## src/rtl/uart_core_pkg.sv

```systemverilog
// Shared UART definitions: parity encodings, oversampling constants, FSM states
// and the sticky error record used by uart_core.
package uart_core_pkg;

  localparam logic [1:0] PAR_NONE     = 2'd0;
  localparam logic [1:0] PAR_NONE_ALT = 2'd1;
  localparam logic [1:0] PAR_EVEN     = 2'd2;
  localparam logic [1:0] PAR_ODD      = 2'd3;

  localparam int OVERSAMPLE = 16;
  localparam int MID        = 8;

  typedef enum logic [2:0] {
    ST_IDLE,
    ST_START,
    ST_DATA,
    ST_PARITY,
    ST_STOP
  } uart_state_e;

  typedef struct packed {
    logic overrun;
    logic frame_err;
    logic parity_err;
  } uart_err_t;

  function automatic logic par_enabled(input logic [1:0] mode);
    case (mode)
      PAR_NONE, PAR_NONE_ALT: return 1'b0;
      PAR_EVEN, PAR_ODD:      return 1'b1;
      default:                return 1'b0;
    endcase
  endfunction

  // Parity bit that makes data^parity come out 0 (even) or 1 (odd).
  function automatic logic par_calc(input logic [8:0] data, input logic [1:0] mode);
    return (^data) ^ (mode == PAR_ODD);
  endfunction

endpackage

```

## src/rtl/uart_fifo.sv

```systemverilog
// Synchronous FIFO with wrap-bit pointers and a registered first-word-fall-through head.
// A push into a full FIFO is accepted only when a pop frees the slot in the same cycle.
module uart_fifo #(
  parameter int WIDTH = 8,
  parameter int DEPTH = 16
) (
  input  logic             clk,
  input  logic             rst,
  input  logic             push,
  input  logic             pop,
  input  logic [WIDTH-1:0] din,
  output logic             full,
  output logic             empty,
  output logic [WIDTH-1:0] dout
);

  localparam int AW = $clog2(DEPTH);

  logic [AW:0]      wr_ptr_q, wr_ptr_d, rd_ptr_q, rd_ptr_d;
  logic [WIDTH-1:0] dout_q, dout_d;
  logic [WIDTH-1:0] mem_q [DEPTH];
  logic             push_ok, pop_ok;

  assign empty   = (wr_ptr_q == rd_ptr_q);
  assign full    = (wr_ptr_q[AW] != rd_ptr_q[AW]) && (wr_ptr_q[AW-1:0] == rd_ptr_q[AW-1:0]);
  assign pop_ok  = pop && !empty;
  assign push_ok = push && (!full || pop_ok);
  assign dout    = dout_q;

  always_comb begin
    wr_ptr_d = wr_ptr_q + (AW+1)'(push_ok);
    rd_ptr_d = rd_ptr_q + (AW+1)'(pop_ok);
    // Head after this edge: bypass the write when it lands in the new head slot.
    dout_d = mem_q[rd_ptr_d[AW-1:0]];
    if (push_ok && (rd_ptr_d[AW-1:0] == wr_ptr_q[AW-1:0]))
      dout_d = din;
  end

  always_ff @(posedge clk or negedge rst) begin
    if (!rst) begin
      wr_ptr_q <= '0;
      rd_ptr_q <= '0;
      dout_q   <= '0;
    end else begin
      wr_ptr_q <= wr_ptr_d;
      rd_ptr_q <= rd_ptr_d;
      dout_q   <= dout_d;
    end
  end

  always_ff @(posedge clk) begin
    if (push_ok)
      mem_q[wr_ptr_q[AW-1:0]] <= din;
  end

endmodule

```

## src/rtl/uart_core.sv

```systemverilog
// Full-duplex UART: shared 16x tick generator, TX FSM fed from a FIFO,
// oversampled RX FSM feeding a FIFO, and sticky receive error flags.
module uart_core
  import uart_core_pkg::*;
#(
  parameter int DATA_W     = 8,
  parameter int FIFO_DEPTH = 16,
  parameter int DIV_W      = 16
) (
  input  logic              clk,
  input  logic              rst,
  input  logic [DIV_W-1:0]  baud_div,
  input  logic [1:0]        parity_mode,
  input  logic              stop2,
  input  logic              rxd,
  output logic              txd,
  input  logic [DATA_W-1:0] tx_data,
  input  logic              tx_valid,
  output logic              tx_ready,
  output logic [DATA_W-1:0] rx_data,
  output logic              rx_valid,
  input  logic              rx_ready,
  input  logic              err_clr,
  output logic              rx_overrun,
  output logic              rx_frame_err,
  output logic              rx_parity_err,
  output logic              tx_busy,
  output logic              irq
);

  localparam logic [4:0] OS_LAST  = 5'(OVERSAMPLE - 1);
  localparam logic [4:0] OS_LAST2 = 5'(2 * OVERSAMPLE - 1);
  localparam logic [3:0] RX_LAST  = 4'(OVERSAMPLE - 1);
  localparam logic [3:0] RX_MID   = 4'(MID - 1);
  localparam logic [3:0] BIT_LAST = 4'(DATA_W - 1);

  logic par_en;
  assign par_en = par_enabled(parity_mode);

  // Tick generator; the divisor is captured on wrap so changes land cleanly.
  logic [DIV_W-1:0] div_cnt_q, div_cnt_d, div_lim_q, div_lim_d;
  logic             tick;

  assign tick = (div_cnt_q == div_lim_q);

  always_comb begin
    div_cnt_d = div_cnt_q + DIV_W'(1);
    div_lim_d = div_lim_q;
    if (tick) begin
      div_cnt_d = '0;
      div_lim_d = baud_div;
    end
  end

  always_ff @(posedge clk or negedge rst) begin
    if (!rst) begin
      div_cnt_q <= '0;
      div_lim_q <= '0;
    end else begin
      div_cnt_q <= div_cnt_d;
      div_lim_q <= div_lim_d;
    end
  end

  // RX synchroniser.
  logic [1:0] rxd_sync_q;
  logic       rxd_s;
  assign rxd_s = rxd_sync_q[1];

  always_ff @(posedge clk or negedge rst) begin
    if (!rst) rxd_sync_q <= 2'b11;
    else      rxd_sync_q <= {rxd_sync_q[0], rxd};
  end

  // FIFOs
  logic              tx_full, tx_empty, tx_pop;
  logic [DATA_W-1:0] tx_head;
  logic              rx_full, rx_empty, rx_push, rx_pop_ok;

  assign tx_ready  = !tx_full;
  assign rx_valid  = !rx_empty;
  assign rx_pop_ok = rx_ready && rx_valid;

  uart_fifo #(.WIDTH(DATA_W), .DEPTH(FIFO_DEPTH)) u_tx_fifo (
    .clk   (clk),
    .rst   (rst),
    .push  (tx_valid && tx_ready),
    .pop   (tx_pop),
    .din   (tx_data),
    .full  (tx_full),
    .empty (tx_empty),
    .dout  (tx_head)
  );

  logic [DATA_W-1:0] rx_shift_q, rx_shift_d;

  uart_fifo #(.WIDTH(DATA_W), .DEPTH(FIFO_DEPTH)) u_rx_fifo (
    .clk   (clk),
    .rst   (rst),
    .push  (rx_push),
    .pop   (rx_ready),
    .din   (rx_shift_d),
    .full  (rx_full),
    .empty (rx_empty),
    .dout  (rx_data)
  );

  // TX FSM
  uart_state_e       tx_state_q, tx_state_d;
  logic [4:0]        tx_os_q, tx_os_d;
  logic [3:0]        tx_bit_q, tx_bit_d;
  logic [DATA_W-1:0] tx_shift_q, tx_shift_d;
  logic              tx_par_q, tx_par_d;
  logic              txd_q, txd_d;
  logic [4:0]        tx_stop_last;

  assign tx_stop_last = stop2 ? OS_LAST2 : OS_LAST;

  always_comb begin
    tx_state_d = tx_state_q;
    tx_os_d    = tx_os_q;
    tx_bit_d   = tx_bit_q;
    tx_shift_d = tx_shift_q;
    tx_par_d   = tx_par_q;
    tx_pop     = 1'b0;
    case (tx_state_q)
      ST_IDLE: if (tick && !tx_empty) begin
        tx_pop     = 1'b1;
        tx_state_d = ST_START;
        tx_os_d    = '0;
      end
      ST_START: if (tick) begin
        if (tx_os_q == OS_LAST) begin
          tx_state_d = ST_DATA;
          tx_os_d    = '0;
          tx_bit_d   = '0;
        end else tx_os_d = tx_os_q + 5'd1;
      end
      ST_DATA: if (tick) begin
        if (tx_os_q == OS_LAST) begin
          tx_os_d    = '0;
          tx_shift_d = tx_shift_q >> 1;
          if (tx_bit_q == BIT_LAST) tx_state_d = par_en ? ST_PARITY : ST_STOP;
          else                      tx_bit_d   = tx_bit_q + 4'd1;
        end else tx_os_d = tx_os_q + 5'd1;
      end
      ST_PARITY: if (tick) begin
        if (tx_os_q == OS_LAST) begin
          tx_state_d = ST_STOP;
          tx_os_d    = '0;
        end else tx_os_d = tx_os_q + 5'd1;
      end
      ST_STOP: if (tick) begin
        // Chain straight into the next START when more data is queued.
        if (tx_os_q >= tx_stop_last) begin
          tx_os_d = '0;
          if (!tx_empty) begin
            tx_pop     = 1'b1;
            tx_state_d = ST_START;
          end else tx_state_d = ST_IDLE;
        end else tx_os_d = tx_os_q + 5'd1;
      end
      default: tx_state_d = ST_IDLE;
    endcase
    if (tx_pop) begin
      tx_shift_d = tx_head;
      tx_par_d   = par_calc(9'(tx_head), parity_mode);
    end
    case (tx_state_d)
      ST_START:  txd_d = 1'b0;
      ST_DATA:   txd_d = tx_shift_d[0];
      ST_PARITY: txd_d = tx_par_d;
      default:   txd_d = 1'b1;
    endcase
  end

  always_ff @(posedge clk or negedge rst) begin
    if (!rst) begin
      tx_state_q <= ST_IDLE;
      tx_os_q    <= '0;
      tx_bit_q   <= '0;
      tx_shift_q <= '0;
      tx_par_q   <= 1'b0;
      txd_q      <= 1'b1;
    end else begin
      tx_state_q <= tx_state_d;
      tx_os_q    <= tx_os_d;
      tx_bit_q   <= tx_bit_d;
      tx_shift_q <= tx_shift_d;
      tx_par_q   <= tx_par_d;
      txd_q      <= txd_d;
    end
  end

  assign txd     = txd_q;
  assign tx_busy = (tx_state_q != ST_IDLE) || !tx_empty;

  // RX FSM
  uart_state_e rx_state_q, rx_state_d;
  logic [3:0]  rx_os_q, rx_os_d;
  logic [3:0]  rx_bit_q, rx_bit_d;
  logic        rx_par_q, rx_par_d;
  logic        frame_set, parity_set, overrun_set;
  uart_err_t   err_q, err_d;

  always_comb begin
    rx_state_d = rx_state_q;
    rx_os_d    = rx_os_q;
    rx_bit_d   = rx_bit_q;
    rx_shift_d = rx_shift_q;
    rx_par_d   = rx_par_q;
    rx_push    = 1'b0;
    frame_set  = 1'b0;
    parity_set = 1'b0;
    case (rx_state_q)
      ST_IDLE: if (tick && !rxd_s) begin
        rx_state_d = ST_START;
        rx_os_d    = '0;
      end
      ST_START: if (tick) begin
        // Half a bit in: a line that is high again was only a glitch.
        if (rx_os_q == RX_MID) begin
          rx_state_d = rxd_s ? ST_IDLE : ST_DATA;
          rx_os_d    = '0;
          rx_bit_d   = '0;
        end else rx_os_d = rx_os_q + 4'd1;
      end
      ST_DATA: if (tick) begin
        if (rx_os_q == RX_LAST) begin
          rx_os_d    = '0;
          rx_shift_d = {rxd_s, rx_shift_q[DATA_W-1:1]};
          if (rx_bit_q == BIT_LAST) rx_state_d = par_en ? ST_PARITY : ST_STOP;
          else                      rx_bit_d   = rx_bit_q + 4'd1;
        end else rx_os_d = rx_os_q + 4'd1;
      end
      ST_PARITY: if (tick) begin
        if (rx_os_q == RX_LAST) begin
          rx_par_d   = rxd_s;
          rx_os_d    = '0;
          rx_state_d = ST_STOP;
        end else rx_os_d = rx_os_q + 4'd1;
      end
      ST_STOP: if (tick) begin
        if (rx_os_q == RX_LAST) begin
          rx_push    = 1'b1;
          frame_set  = !rxd_s;
          parity_set = par_en && (par_calc(9'(rx_shift_q), parity_mode) != rx_par_q);
          rx_state_d = ST_IDLE;
        end else rx_os_d = rx_os_q + 4'd1;
      end
      default: rx_state_d = ST_IDLE;
    endcase
  end

  assign overrun_set = rx_push && rx_full && !rx_pop_ok;

  always_comb begin
    err_d.overrun    = overrun_set || (err_q.overrun    && !err_clr);
    err_d.frame_err  = frame_set   || (err_q.frame_err  && !err_clr);
    err_d.parity_err = parity_set  || (err_q.parity_err && !err_clr);
  end

  always_ff @(posedge clk or negedge rst) begin
    if (!rst) begin
      rx_state_q <= ST_IDLE;
      rx_os_q    <= '0;
      rx_bit_q   <= '0;
      rx_shift_q <= '0;
      rx_par_q   <= 1'b0;
      err_q      <= '0;
    end else begin
      rx_state_q <= rx_state_d;
      rx_os_q    <= rx_os_d;
      rx_bit_q   <= rx_bit_d;
      rx_shift_q <= rx_shift_d;
      rx_par_q   <= rx_par_d;
      err_q      <= err_d;
    end
  end

  assign rx_overrun    = err_q.overrun;
  assign rx_frame_err  = err_q.frame_err;
  assign rx_parity_err = err_q.parity_err;
  assign irq           = rx_valid || rx_overrun || rx_frame_err || rx_parity_err;

endmodule
```

## config.mk

```make
export PLATFORM = sky130hd
export DESIGN_NAME = uart_core
export DESIGN_NICKNAME = d
export VERILOG_FILES = /design/src/rtl/uart_core_pkg.sv /design/src/rtl/uart_fifo.sv /design/src/rtl/uart_core.sv
export SDC_FILE = /design/constraint.sdc
export NUM_CORES = 1
export LEC_CHECK = 0
export ABC_AREA = 1
export CAP_MARGIN = 20
export CORE_UTILIZATION = 37
export DETAILED_ROUTE_END_ITERATION = 12
export GPL_TIMING_DRIVEN = 0
export PLACE_DENSITY_LB_ADDON = 0.3
export REMOVE_ABC_BUFFERS = 1
export SLEW_MARGIN = 20
export SYNTH_ARGS = -nofsm -noshare
export SYNTH_HDL_FRONTEND = slang
export SYNTH_SLANG_ARGS = --single-unit
```

## constraint.sdc

```tcl
create_clock -name clk -period 3.9 [get_ports clk]
set_input_delay 0.78 -clock clk [delete_from_list [all_inputs] [get_ports clk]]
set_output_delay 0.78 -clock clk [all_outputs]
set_load 0.05 [all_outputs]
```

==> qor.yml, run 1 <==
power_and_ir_drop:
  pwr-share-comb_pct: 22.5
  clock_power_share_pct: 32.9
  ir_drop_mv: 0.385
  p_int_mw: 7.14
  seq_power_share_pct: 44.6
  power_density_nw_per_um2: 553
  cellLeakagePower_nw: 7.33
  power_mw: 10.3
  p_sw_mw: 3.12
  p_sw_share_pct: 30.4
synthesis:
  synth-simple-area-share_pct: 13.3
  synth_area_per_cell_um2: 11.5
  ys_ff_latch: 371
  yosysMostFrequentCell: "edfxtp_1"
  synth_cell_types: 51
  yosys_warnings: 0
  synthFlopType: "edfxtp_1"
  synth_top_area_share_pct: 47.5
  synth_xor_area_share_pct: 2.36
  synth_edf_count: 256
  synthTopCellsByArea: "edfxtp_1 (47%), dfrtp_1 (17%), nand2_1 (5.0%)"
  synthMuxAreaShare_pct: 3.96
  seq_area_frac_synth_pct: 65.3
  synthCells: 1407
  synth_compound_area_share_pct: 9.50
  synth.cell_area_um2: 16200
  synth.largest_area_cell: "edfxtp_1"
  yosys-top-cells-count: "edfxtp_1 (256), nand2_1 (215), nor2_1 (162), o21ai_0 (118), inv_1 (115)"
  synth_top_family_by_area: "simple AND/OR/NAND/NOR gates"
  synth-async-reset-ratio_pct: 31.0
  synth-adder-area-share_pct: 1.24
final_layout:
  diodes: 0
  finish.instance_area_um2: 18600
  syn2layout_area_growth_pct: 14.7
  drive_gt1_share_pct: 7.98
  multi_input_comb_area_um2: 5010
  ff_latch_area_um2: 10600
  num-fill-cells: 3969
  nNetsFinal: 1501
  final_util_pct: 43.1
place:
  numPortBuffers: 48
  gp_congestion: 0.851
  dp_hpwl_mm: 21.3
  place_area_um2: 17400
die:
  ios: 49
  core_area_um2: 43100
  num_rows: 76
  chipWidth_um: 211
  initial_core_util_pct: 37.6
  dieArea_um2: 44600
  die_y_um: 211
worst_setup_path:
  crit_start: "stop2"
  timing.rr.end: "u_tx_fifo.dout[2]"
  critPathLaunchType: "input pin"
  rr_worst_depth: 19
  worstPathArrival_ns: 4.15
  r2r-start: "div_cnt_q[13]"
  crit_fanout: 48
  r2r_setup_slack_ns: 0.34
  path_class: "input pin to register"
  endpoint: "u_tx_fifo.dout[4]"
  worstSetupEndpointType: "register"
  critPathRequiredTime_ns: 4.36
grt:
  grt_pass1_wl_mm: 55.0
  track_usage_pct: 15.8
  antenna_found_initial: 0
  grt_pass1_vias: 10000
  grt-ovfl-total: 0
  grt_max_degree: 61
cts:
  worstSkewPairLatency_ns: 0.54
  clock_path_buffers: 3
  cts.sinks: 371
  htreeDepth: 2
  cts.clk_slew.worst_paths_ns: 0.06
  ctsHoldBuffers: 0
  numCtsBuffers: 39
  cts-root-buf: "clkbuf_16"
  cts_tree: "yes"
run_status:
  status: "complete, no violations"
timing:
  setup_viol: 0
  hold_viol: 0
  max-slew-margin-rel_pct: 33.4
  final_max_slew_viol_count: 0
  fin_crit_ns: 3.69
  rsz0062_at_grt: "no"
  period_share_pct: 94.7
  fmax_mhz: 271
  setup_tns_ns: 0
  finClkSkew_ns: 0.0149
  worst_pin_slew_ns: 0.999
job:
  max_cap_violations: 0
routing:
  firstDrtPassIters: 5
  via_count: 10400
  ant_nets: 0
  totalWireLength_mm: 34.3
  viasPerCell: 5.03
  drt_first_iter_violations: 744
  avgRoutedWirePerCell_um: 16.6
  drc_errors: 0
worst_hold_path:
  hp-class: "input pin to asynchronous set/reset pin"
## worst min-delay path by stage
stage                             start  slack (ns)               endpoint  cells past startpoint
after detailed placement  rxd_sync_q[0]        0.35          rxd_sync_q[1]                      0
after global routing                rst        0.23  u_tx_fifo.rd_ptr_q[4]                      1
after floorplan           rxd_sync_q[0]        0.35          rxd_sync_q[1]                      0
after CTS                           rst        0.21  u_tx_fifo.rd_ptr_q[0]                      1
final                               rst        0.21  u_tx_fifo.wr_ptr_q[3]                      1
after global placement    rxd_sync_q[0]        0.35          rxd_sync_q[1]                      0
## critical path: stages
cell	delay [ns]
clkdlybuf4s50_1	0.46
inv_1	0.04
ha_1	0.30
nand4_1	0.10
nand3b_1	0.14
nor2_1	0.11
inv_1	0.05
nand2_2	0.20
clkinv_2	0.20
ha_4	0.22
ha_4	0.41
buf_12	0.25
o21ai_0	0.12
o221ai_1	0.31
nand3_1	0.21
nand2_1	0.11
nand2_1	0.06
o21ai_2	0.06
## cells in the final DEF (no fill, tap or decap), types with 4 or more instances in the layout
cell type and n:
a21oi_1 26, buf_16 4, clkbuf_1 8, clkbuf_16 40
clkdlybuf4s50_1 47, clkinv_1 11, clkinv_2 7, dfrtp_1 112
edfxtp_1 256, ha_1 12, inv_1 113, inv_2 5
mux2i_1 64, nand2_1 214, nand2_2 5, nand3_1 71
nand3b_1 6, nand4_1 6, nor2_1 162, nor3_1 11
nor4_1 4, o21ai_0 118, o21ai_2 14, o221ai_1 65
o22ai_1 4, xnor2_1 16, xor2_1 23
## registers in the layout, summed over array words and instances, names as in the netlist, 2 cells and up
name and count:
div_cnt_q 16, u_rx_fifo.dout 8, u_tx_fifo.mem_q 128, tx_bit_q 4
rx_shift_q 8, u_tx_fifo.wr_ptr_q 5, u_rx_fifo.mem_q 128, tx_shift_q 8
rxd_sync_q 2, u_rx_fifo.rd_ptr_q 5, rx_bit_q 4, div_lim_q 16
tx_state_q 3, rx_state_q 3, u_tx_fifo.rd_ptr_q 5, rx_os_q 4
u_rx_fifo.wr_ptr_q 5, u_tx_fifo.dout 8, tx_os_q 5
## kinds of logic (layout without fill, tap and decap cells)
group                    after synthesis  in the layout
AO/OA/AOI/OAI                        242            242
XOR/XNOR                              42             42
adder cells (fa/ha/maj)               16             16
buffers and inverters                175            247
flip-flops                           371            371
multiplexers                          64             64
AND/OR/NAND/NOR                      497            497
## layout make-up
type	count	area share (%)
inverters	123	2.56
clock inverters	19	0.546
clock buffers	49	5.63
multi-input cells	861	27.0
flip-flops and latches	371	56.9
repair buffers	56	3.44
well taps	585	3.94
## per-stage QoR
| step | cells | setup slack, ns | hold WS [ns] |
|---|---|---|---|
| floorplan | 1355 | -1.25 | 0.345 |
| global placement | 1988 | -3.69 | 0.349 |
| detailed placement | 1994 | -1.66 | 0.347 |
| CTS | 2063 | 0.0162 | 0.211 |
| global route | 2064 | 0.0123 | 0.234 |
| finish | 2064 | 0.206 | 0.212 |
## routing by layer
layer / track usage, % / share of wire, %
met1: 21.5 / 45
met3: 2.48 / 5.0
met5: 0 / 0
met4: 4.45 / 2.0
met2: 26.2 / 49
## what timing repair did
| action | CTS | global route |
|---|---|---|
| endpoints found under the setup margin | 8 | 8 |
| setup buffers | 1 | 1 |
| pin swaps | 0 | 2 |
| resized for setup | 7 | 1 |
| cloned | 0 | 0 |
## power by group through the flow
stage	sequential (mW)	clock [mW]	combinational [mW]
4_1_cts	4.58	3.47	2.32
3_5_place_dp	4.66	0	2.30
5_1_grt	4.60	3.61	2.54
6_report	4.58	3.37	2.31
2_1_floorplan	4.75	0	1.37
3_3_place_gp	4.65	0	2.18
(Power assumes the default switching activity.)
==> inputs of run 2 (changes only) <==
Settings changed: MAX_ROUTING_LAYER from default to met4.
==> run 2 against run 1 <==
Effect of this change:
- register-to-register slack about the same
- clock-buffer cell count unchanged
- non-clock buffer count unchanged
- worst hold slack worse by 0.0018 ns
- combinational power about the same
- setup slack about the same
- critical path depth unchanged
- first-iteration DRC count down 3.9%
- sequential share of layout area unchanged
- clock skew up 0.00068 ns
- total power about the same
- die area unchanged
==> qor.yml, run 2 (synthesis gave the netlist of run 1 again) <==
run_status:
  status: "complete, no violations"
cts:
  numCtsBuffers: 39
  cts-root-buf: "clkbuf_16"
  clock_path_buffers: 3
  cts_tree: "yes"
  htreeDepth: 2
  ctsHoldBuffers: 0
  cts.sinks: 371
  cts.clk_slew.worst_paths_ns: 0.06
  worstSkewPairLatency_ns: 0.54
final_layout:
  num-fill-cells: 3969
  final_util_pct: 43.1
  final_common_cell: "edfxtp_1"
  layout_common_cells: "edfxtp_1 (256), nand2_1 (214), nor2_1 (162)"
  diodes: 0
  stdcell_count: 2064
  nNetsFinal: 1501
  drive_gt1_share_pct: 7.98
  syn2layout_area_growth_pct: 14.7
worst_setup_path:
  worstPathArrival_ns: 4.15
  slowest_delay_ns: 0.46
  endpoint: "u_tx_fifo.dout[4]"
  rr_worst_depth: 19
  timing.rr.end: "u_tx_fifo.dout[6]"
  r2r-start: "div_cnt_q[13]"
  critical_path_depth: 18
  crit_fanout: 48
  critPathRequiredTime_ns: 4.36
  critical_path_buf_inv_count: 5
  path_class: "input pin to register"
  path_cells: "clkdlybuf4s50_1 -> inv_1 -> ha_1 -> nand4_1 -> nand3b_1 -> nor2_1 -> inv_1 -> nand2_2 -> clkinv_2 -> ha_4 -> ha_4 -> buf_12 -> o21ai_0 -> o221ai_1 -> nand3_1 -> nand2_1 -> nand2_1 -> o21ai_2"
  path_delay_family: "buffers and inverters"
  crit_start: "stop2"
  critPathLaunchType: "input pin"
  slowest_stage: "clkdlybuf4s50_1"
  r2r_setup_slack_ns: 0.33
  worstSetupEndpointType: "register"
routing:
  drt_first_iter_violations: 715
  ant_nets: 0
  totalWireLength_mm: 34.3
  drc_errors: 0
  via_count: 10300
  firstDrtPassIters: 5
  viasPerCell: 5.01
  avgRoutedWirePerCell_um: 16.6
timing:
  worst_pin_slew_ns: 0.960
  fin_ws_ns: 0.205
  fin_crit_ns: 3.69
  finClkSkew_ns: 0.0156
  hold_viol: 0
  setup_viol: 0
  period_share_pct: 94.7
  hold_slack_ns: 0.210
  rsz0062_at_grt: "no"
  final_max_slew_viol_count: 0
  max-slew-margin-rel_pct: 36.0
  fmax_mhz: 271
die:
  core_area_um2: 43100
  chipWidth_um: 211
  dieArea_um2: 44600
  die_y_um: 211
  ios: 49
  initial_core_util_pct: 37.6
  num_rows: 76
worst_hold_path:
  hp-class: "input pin to asynchronous set/reset pin"
power_and_ir_drop:
  power_density_nw_per_um2: 553
  power_mw: 10.3
  ir_drop_mv: 0.387
  cellLeakagePower_nw: 7.33
grt:
  track_usage_pct: 16.3
  antenna_found_initial: 0
  grt_pass1_wl_mm: 55.0
  grt_pass1_vias: 10100
  grt_max_degree: 61
  grt-ovfl-total: 0
place:
  gp_congestion: 0.864
  place_inst: 1994
  pre_cts_ws_ns: -1.66
  numPortBuffers: 48
  dp_hpwl_mm: 21.3
job:
  max_cap_violations: 0
-- run 2: cell counts in the layout (fill, tap and decap cells not counted) --
Identical to the previous run, type by type.
-- run 2: metal layers --
metal / share of wire [%] / routed length [um] / global-route usage, %
met1: 45 / 15400 / 21.5
met2: 49 / 16700 / 26.2
met3: 4.6 / 1570 / 2.47
met4: 2.0 / 678 / 4.45
met5: 0 / 0 / -
-- run 2: cell type report --
type	count	area [um2]	area share [%]
sequential	371	10600	56.9
clock inverter	19	101	0.546
timing repair buffer	56	638	3.44
inverter	123	475	2.56
multi-input combinational	861	5010	27.0
tap	585	732	3.94
clock buffer	49	1040	5.63
-- run 2: repair_timing --
action	CTS	global route
endpoints found under the hold margin	0	0
pin swaps	0	2
buffers inserted	1	1
endpoints found under the setup margin	8	8
gates resized for setup	7	1
-- run 2: through the flow --
stage / TNS [ns] / area, um2
floorplan: -15.88 / 15900
global placement: -342.10 / 17200
detailed placement: -13.44 / 17400
CTS: 0 / 18600
global route: 0 / 18600
finish: 0 / 18600
-- run 2: power by group --
group	total (mW)	internal, mW	switching (mW)
Combinational	2.31	0.794	1.51
Sequential	4.58	4.45	0.126
Clock	3.38	1.90	1.48
Total	10.3	7.14	3.12
-- run 2: how the worst min path moves through the flow --
stage / cells after the start / endpoint / slack [ns]
final: 1 / u_tx_fifo.wr_ptr_q[3] / 0.21
after global routing: 1 / u_tx_fifo.rd_ptr_q[4] / 0.23
after CTS: 1 / u_tx_fifo.rd_ptr_q[0] / 0.21
after detailed placement: 0 / rxd_sync_q[1] / 0.35
after global placement: 0 / rxd_sync_q[1] / 0.35
after floorplan: 0 / rxd_sync_q[1] / 0.35
==> inputs of run 3 (changes only) <==
Settings changed: CAP_MARGIN 20 to 10.
==> results of run 3 <==
Same layout as run 2: the final DEF is identical, and so are final timing and power.
